===== src/rtl/mul16_seq_if.sv =====
// Handshake/data bundle for the sequential 16x16 multiplier.
// The master issues operands and start; the slave returns the product and status.
interface mul16_seq_if;
  logic        start;
  logic [15:0] A;
  logic [15:0] B;
  logic [31:0] P;
  logic        busy;
  logic        done;

  modport master (
    output start,
    output A,
    output B,
    input  P,
    input  busy,
    input  done
  );

  modport slave (
    input  start,
    input  A,
    input  B,
    output P,
    output busy,
    output done
  );
endinterface


===== src/rtl/mul16_seq.sv =====
// Sequential 16x16 unsigned shift-add multiplier built around a 16-bit ripple adder.
// One partial product is accumulated per clock; a one-cycle done pulse marks a new product.

// 16-bit ripple-carry adder: one full-adder cell per bit, carry chained LSB to MSB.
module add16 (
  input  logic [15:0] A,
  input  logic [15:0] B,
  input  logic        Cin,
  output logic [15:0] Sum,
  output logic        Cout
);
  logic [16:0] carry;

  assign carry[0] = Cin;

  genvar gi;
  generate
    for (gi = 0; gi < 16; gi++) begin : g_fa
      assign Sum[gi]     = A[gi] ^ B[gi] ^ carry[gi];
      assign carry[gi+1] = (A[gi] & B[gi]) | (carry[gi] & (A[gi] ^ B[gi]));
    end
  endgenerate

  assign Cout = carry[16];
endmodule

module mul16_seq #(
  parameter int N = 16  // operand width; only 16 is supported since add16 is fixed-width
) (
  input logic          clk,
  input logic          rst,
  mul16_seq_if.slave   bus
);
  typedef enum logic [1:0] {
    IDLE = 2'd0,
    RUN  = 2'd1,
    DONE = 2'd2
  } state_t;

  state_t           state_reg;
  logic [N-1:0]     m_reg;      // latched multiplicand
  logic [N-1:0]     h_reg;      // upper half of the running accumulator
  logic [N-1:0]     q_reg;      // multiplier, shifting out as product low bits shift in
  logic [3:0]       count_reg;  // iteration index 0..15
  logic [2*N-1:0]   p_reg;
  logic             busy_reg;
  logic             done_reg;

  logic [N-1:0]     addend;
  logic [N-1:0]     sum;
  logic             cout;
  logic [2*N-1:0]   next_hq;

  // Partial product for this iteration: multiplicand gated by the current multiplier LSB.
  assign addend = q_reg[0] ? m_reg : '0;

  add16 u_add16 (
    .A    (h_reg),
    .B    (addend),
    .Cin  (1'b0),
    .Sum  (sum),
    .Cout (cout)
  );

  // {Cout,Sum,Q} shifted right by one; keeping Cout is what makes 0xFFFF*0xFFFF exact.
  assign next_hq = {cout, sum, q_reg[N-1:1]};

  // Control FSM and datapath registers; rst abandons any operation in flight.
  always_ff @(posedge clk) begin
    if (rst) begin
      state_reg <= IDLE;
      m_reg     <= '0;
      h_reg     <= '0;
      q_reg     <= '0;
      count_reg <= '0;
      p_reg     <= '0;
      busy_reg  <= 1'b0;
      done_reg  <= 1'b0;
    end else begin
      done_reg <= 1'b0;
      case (state_reg)
        IDLE: begin
          if (bus.start) begin
            m_reg     <= bus.A;
            q_reg     <= bus.B;
            h_reg     <= '0;
            count_reg <= '0;
            state_reg <= RUN;
            busy_reg  <= 1'b1;
          end
        end
        RUN: begin
          h_reg     <= next_hq[2*N-1:N];
          q_reg     <= next_hq[N-1:0];
          count_reg <= count_reg + 4'd1;
          if (count_reg == 4'd15) begin
            p_reg     <= next_hq;
            state_reg <= DONE;
            done_reg  <= 1'b1;
          end
        end
        DONE: begin
          state_reg <= IDLE;
          busy_reg  <= 1'b0;
        end
        default: begin
          state_reg <= IDLE;
          busy_reg  <= 1'b0;
        end
      endcase
    end
  end

  assign bus.P    = p_reg;
  assign bus.busy = busy_reg;
  assign bus.done = done_reg;
endmodule


===== src/flat_wrapper.sv =====
// flat-port wrapper written by rule: the top's interface ports become plain ports
module mul16_seq_flat 
#(
  parameter int N = 16                                                                   
)
  (clk, rst, bus_start, bus_A, bus_B, bus_P, bus_busy, bus_done);
  mul16_seq_if bus_i ();
  input logic clk;
  input logic rst;
  input wire logic [$bits(bus_i.start)-1:0] bus_start;
  input wire logic [$bits(bus_i.A)-1:0] bus_A;
  input wire logic [$bits(bus_i.B)-1:0] bus_B;
  output wire logic [$bits(bus_i.P)-1:0] bus_P;
  output wire logic [$bits(bus_i.busy)-1:0] bus_busy;
  output wire logic [$bits(bus_i.done)-1:0] bus_done;
  assign bus_i.start = bus_start;
  assign bus_i.A = bus_A;
  assign bus_i.B = bus_B;
  assign bus_P = bus_i.P;
  assign bus_busy = bus_i.busy;
  assign bus_done = bus_i.done;
  mul16_seq #(.N(N)) u_core (.clk(clk), .rst(rst), .bus(bus_i));
endmodule

===== config.mk =====
export PLATFORM = sky130hd
export DESIGN_NAME = mul16_seq_flat
export DESIGN_NICKNAME = d
export VERILOG_FILES = /design/src/rtl/mul16_seq_if.sv /design/src/rtl/mul16_seq.sv /design/src/flat_wrapper.sv
export SDC_FILE = /design/constraint.sdc
export NUM_CORES = 1
export LEC_CHECK = 0
export CORE_MARGIN = 2
export CORE_UTILIZATION = 29
export DETAILED_ROUTE_END_ITERATION = 7
export HOLD_SLACK_MARGIN = 0.06
export SYNTH_ARGS = -nofsm -noshare
export SYNTH_HDL_FRONTEND = slang
export SYNTH_SLANG_ARGS = --single-unit

===== constraint.sdc =====
create_clock -name clk -period 18.05 [get_ports clk]
set_input_delay 1.805 -clock clk [delete_from_list [all_inputs] [get_ports clk]]
set_output_delay 1.805 -clock clk [all_outputs]
set_load 0.005 [all_outputs]

## Word-level counts from Yosys, hierarchy flattened

Index checks and enable logic that the tools add are counted.

- Register bits: 88
- Latch bits: 0
- Memory bits (writable): 0
- Bits in read-only memories: 0
- Output and inout port bits: 34
- Logic and storage cells: 112
- Memories: 0

- Add/sub/neg operators: 1
- Multiply operators: 0
- Div/mod/pow operators: 0
- Order comparisons: 0
- Equal/unequal tests: 4
- Shift operators: 0
- Mux-type cells: 13
- Bitwise logic cells: 78
- Reductions and logical operators: 8

Operators with widths:

| kind | number |
|---|---|
| 16-bit case mux with 2 select lines | 2 |
| 16-bit two-way mux | 3 |
| 1-bit bitwise AND | 31 |
| 1-bit bitwise XOR | 31 |
| 1-bit bitwise OR | 15 |
| 2-bit AND reduction | 5 |
| 4-bit case mux with 2 select lines | 1 |
| 4-bit by 1-bit adder with 4-bit output, second input constant | 1 |
| 4-bit equality test, second input constant | 1 |
| 2-bit two-way mux | 2 |
| 4-bit two-way mux | 1 |
| 2-bit case mux with 2 select lines | 1 |
| 2-bit by 1-bit equality test with 1-bit output, second input constant | 1 |
| 2-bit zero test | 1 |
| 1-bit two-way mux | 2 |
| 2-bit by 1-bit != test with 1-bit output, second input constant | 1 |
| 2-bit != test, second input constant | 1 |
| 1-bit case mux with 2 select lines | 1 |
| 2-bit nonzero test | 1 |
| 2-bit OR reduction | 1 |
| 1-bit inverter | 1 |

## Logic depth before layout (Yosys ltp)

- Depth after elaboration: 33
- Depth in mapped cells: 22
- Gate-level depth less buffers: 21

## Hierarchy

Synthesis repeated with hierarchy kept, for this count alone.

- Cells, all modules: 381
- Area total of the unflattened synthesis: 3676.0 µm²

By module, submodules not included:

| module | instances | cells an instance | area an instance (µm²) | sequential area each (µm²) |
|---|---|---|---|---|
| mul16_seq | 1 | 355 | 3318.2 | 1761.7 |
| add16 | 1 | 26 | 357.8 | 0.0 |

## Worst setup path before layout

Ideal clock, no wire load.

- Path kind: flip-flop to flip-flop
- Start: reg u_core.q_reg[0]
- End: reg u_core.h_reg[14]
- Setup time: 0.128 ns
- Data arrival time: 7.547 ns
- Slack: 10.375 ns
- Cell stages (with the launch flop): 22
- Cell sequence: dfxtp_1 clkbuf_1 clkbuf_1 nand2_1 fa_1 fa_1 fa_1 fa_1 fa_1 fa_1 fa_1 fa_1 fa_1 fa_1 fa_1 fa_1 fa_1 fa_1 fa_1 nor3b_1 a31oi_1 nor2_1

- Word-level cells in the longest chain between the ends: 32

Ends and longest elaborated chain:

| element | line | text |
|---|---|---|
| start, declared | mul16_seq.sv:43 | `logic [N-1:0] q_reg;` |
| start signal, assigned | mul16_seq.sv:85 | `q_reg <= bus.B;` |
| start signal, assigned | mul16_seq.sv:94 | `q_reg <= next_hq[N-1:0];` |
| 16-bit two-way mux (*) | mul16_seq.sv:55 | `assign addend = q_reg[0] ? m_reg : '0;` |
| 1-bit bitwise AND or 1-bit bitwise XOR (tied branches) | mul16_seq.sv:20 | `assign carry[gi+1] = (A[gi] & B[gi]) \| (carry[gi] & (A[gi] ^ B[gi]));` |
| 1-bit bitwise AND | mul16_seq.sv:20 |  |
| 1-bit bitwise OR | mul16_seq.sv:20 |  |
| 1-bit bitwise AND | mul16_seq.sv:20 |  |
| 1-bit bitwise OR | mul16_seq.sv:20 |  |
| 1-bit bitwise AND | mul16_seq.sv:20 |  |
| 1-bit bitwise OR | mul16_seq.sv:20 |  |
| [16 not listed] | n/a |  |
| 1-bit bitwise AND | mul16_seq.sv:20 |  |
| 1-bit bitwise OR | mul16_seq.sv:20 |  |
| 1-bit bitwise AND | mul16_seq.sv:20 |  |
| 1-bit bitwise OR | mul16_seq.sv:20 |  |
| 1-bit bitwise AND | mul16_seq.sv:20 |  |
| 1-bit bitwise OR | mul16_seq.sv:20 |  |
| 1-bit bitwise XOR (*) | mul16_seq.sv:19 | `assign Sum[gi] = A[gi] ^ B[gi] ^ carry[gi];` |
| 16-bit case mux with 2 select lines (*) | mul16_seq.sv:81 | `case (state_reg)` |
| end signal, assigned | mul16_seq.sv:93 | `h_reg <= next_hq[2*N-1:N];` |
| end, declared | mul16_seq.sv:42 | `logic [N-1:0] h_reg;` |

Mark *: on every way between the ends. The rest lies on a longest branch, timed or not.
A chain may end at the register's enable or synchronous reset.

## Worst setup path after layout

Ends and elaborated chain as after synthesis.

==> reports/metrics.csv <==
stage,metric,value,unit
timing,worst-margin pin slew,1176,ps
cts,clock tree sinks,88,
cts,clock buffer depth,2,
cts,"CTS clk-pin slew, worst paths",60,ps
timing,Pins Over Slew Limit,0,
placed_design,hpwl dp,5685,um
power_and_ir_drop,Clk network pwr share,41.2,%
timing,final worst slack,9933,ps
power_and_ir_drop,Sw Ratio,24.09,%
timing,setup_tns,0,ps
floorplan,Top-Level Pins,69,
power_and_ir_drop,Worst VDD drop,0.04562,mV
detailed_routing,ANT nets after route,0,
placed_design,"worst slack, placed",9910,ps
logic_synthesis,top cell type's share of synthesized area,46.36,%
logic_synthesis,Mean Syn Cell Area,9.313,um2
layout,Layout Utilization,37.90,%
critical_path,Setup Crit Path Kind,flip-flop to flip-flop,
power_and_ir_drop,Pleak,1.599,nW
logic_synthesis,Post-Syn Area,0.003800,mm2
logic_synthesis,Yosys cell types,34,
layout,most frequent cells in the layout,"dfxtp_1 (88), clkdlybuf4s50_1 (67), nand2_1 (48), a21oi_1 (37), nor2_1 (34)",
critical_path,CP Capture Type,flip-flop,
logic_synthesis,Syn. warnings,0,
power_and_ir_drop,Seq pwr share,49.6,%
global_route,GRT Resource Usage Total,12.99,%
detailed_routing,DRT Wirelength,8921,um
timing,minimum clock period,8117,ps
power_and_ir_drop,switching pwr,0.1004,mW
timing,fin crit share,44.97,%
global_route,largest net degree at the start of global routing,57,
floorplan,DIE HEIGHT,118.5,um
layout,"Design Area, Final",0.004822,mm2
floorplan,Core Box Area,0.01272,mm2
layout,Fillers,1328,
detailed_routing,drt first-iter violations,257,
layout,max reg flops,32,
critical_path,Worst EP required,18230,ps
min_path,HP Class,flip-flop to flip-flop,
power_and_ir_drop,Pwr per Cell Area,86.39,mW/mm2
detailed_routing,DR pass1 iterations,4,
logic_synthesis,post-synth top area cell,dfxtp_1,
layout,layout cells sized above 1,9.071,%
logic_synthesis,Gate Count Post-Synth,408,
floorplan,DIE AREA,0.01404,mm2
detailed_routing,wire per inst,14.05,um
critical_path,CP max FO,17,
run,Max Cap Viol,0,
timing,"Setup violations, final",0,
cts,CTS resizes,0,
detailed_routing,# DRC,0,
timing,Slew HR,21.63,%
global_route,first-pass GRT wire length,14720,um
global_route,number of antenna violations at the first check in global routing,0,
power_and_ir_drop,total power draw,0.4166,mW
timing,count of final hold-check violations,0,
cts,CTS Buf Count,9,
critical_path,CP Launch Type,flip-flop,
power_and_ir_drop,combinational power share,9.1,%
cts,TritonCTS clock tree,yes,
critical_path,critical path arrival,8300,ps
layout,"leading cell type in the layout, fill and taps excluded",dfxtp_1,
placed_design,IO Port Bufs,68,
floorplan,# rows,41,
cts,H-Tree Depth,3,
timing,Worst Skew,7.009,ps
global_route,"Remaining Overflow, GRT",0,
power_and_ir_drop,Pint,0.3162,mW
logic_synthesis,syn_nets,460,
cts,CTS Hold Buffers Added,0,
logic_synthesis,register bit count reported by yosys,88,
layout,diode count,0,
cts,post-CTS setup buffer count,0,
logic_synthesis,register area share after synthesis,46.36,%
cts,"Clk Latency, worst-skew pair",330,ps
layout,Layout Area Growth over Synthesis,26.90,%
placed_design,routability cong.,0.7125,
global_route,number of global-route vias before repair,2889,
logic_synthesis,Area contributors post-synth,"dfxtp_1 (46%), fa_1 (7.9%), a21oi_1 (5.0%)",
run_status,outcome,completed,
timing,Max Fclk,0.1232,GHz
layout,Nets,510,
timing,unrepaired setup endpoints after global routing,false,
detailed_routing,Vias,3047,
floorplan,Initial Util,29.87,%
detailed_routing,Avg Vias per Cell,4.798,
cts,clock root cell,clkbuf_16,
floorplan,die width,118.5,um
placed_design,Placed Area,0.004548,mm2
-- layer usage --
layer  track usage, %  routed length (um)  vias up
met5                0                   0        -
met4            5.208                 119        0
met2            20.09                4178       83
li1                 -                   -     1490
met1            17.36                4239     1467
met3            3.185                 383        7
-- cells in the mapped netlist --
library cell / number
a211oi_1: 1
a21oi_1: 38
a22o_1: 16
a31oi_1: 16
and2_1: 1
and4b_1: 1
and4bb_2: 1
buf_1: 2
buf_2: 8
buf_4: 3
buf_6: 4
clkbuf_1: 15
clkbuf_2: 1
dfxtp_1: 88
fa_1: 15
ha_1: 2
inv_1: 17
inv_2: 1
nand2_1: 48
nand2b_1: 19
nand3_1: 3
nand3_2: 1
nor2_1: 34
nor2b_1: 2
nor3_1: 16
nor3b_1: 17
nor3b_2: 1
o211ai_1: 1
o21ai_0: 1
o21ba_2: 1
o2bb2ai_1: 16
or3_1: 1
or3b_1: 1
or3b_2: 16
-- final timing paths --
check	slack, ps	start	endpoint	depth (start not counted)
min reg2reg	450	u_core.m_reg[0]	u_core.m_reg[0]	2
min	450	u_core.m_reg[0]	u_core.m_reg[0]	2
max	9930	u_core.q_reg[0]	u_core.h_reg[14]	21
max reg2reg	9930	u_core.q_reg[0]	u_core.h_reg[14]	21
-- cells by family (layout without fill, tap and decap cells) --
| logic type | Yosys count | in the layout | synth area share (%) |
|---|---|---|---|
| AO/OA/AOI/OAI | 90 | 90 | 15.80 |
| flip-flops | 88 | 88 | 46.36 |
| buffers and inverters | 51 | 106 | 6.420 |
| AND/OR/NAND/NOR | 162 | 162 | 22.85 |
| adder cells (fa/ha/maj) | 17 | 17 | 8.561 |
-- worst max-delay path, stage by stage (launching register included) --
cell and delay [ps]:
dfxtp_1 710, and2_1 220, ha_1 150, inv_1 50, fa_1 420, fa_1 430, fa_1 420, fa_1 430
fa_1 430, fa_1 430, fa_1 420, fa_1 430, fa_1 430, fa_1 420, fa_1 430, fa_1 430
fa_1 430, fa_1 450, fa_1 540, nor3b_1 50, a31oi_1 160, nor2_1 70
-- per-stage QoR --
stage / cells / hold slack [ps]
floorplan: 408 / 431.7
global placement: 619 / 445.3
detailed placement: 619 / 445.8
CTS: 635 / 454.7
global route: 635 / 476.3
finish: 635 / 454.6
-- power groups by stage --
| stage | combinational [mW] | sequential (mW) | clock, mW |
|---|---|---|---|
| 3_5_place_dp | 0.0385 | 0.211 | 0 |
| 6_report | 0.0381 | 0.207 | 0.172 |
| 5_1_grt | 0.0426 | 0.208 | 0.184 |
| 4_1_cts | 0.0387 | 0.207 | 0.178 |
| 3_3_place_gp | 0.0383 | 0.211 | 0 |
| 2_1_floorplan | 0.0279 | 0.208 | 0 |
-- cell type report --
cell class | count | area (um2) | share of cell area (%)
Timing Repair Buffer | 72 | 705.7 | 14.63
Inverter | 18 | 67.56 | 1.401
Sequential cell | 88 | 1762 | 36.53
Multi-Input combinational cell | 269 | 1798 | 37.29
Tap cell | 172 | 215.2 | 4.463
Clock buffer | 11 | 242.7 | 5.034
Clock inverter | 5 | 31.28 | 0.6487
Power figures use the tool's default switching activity.
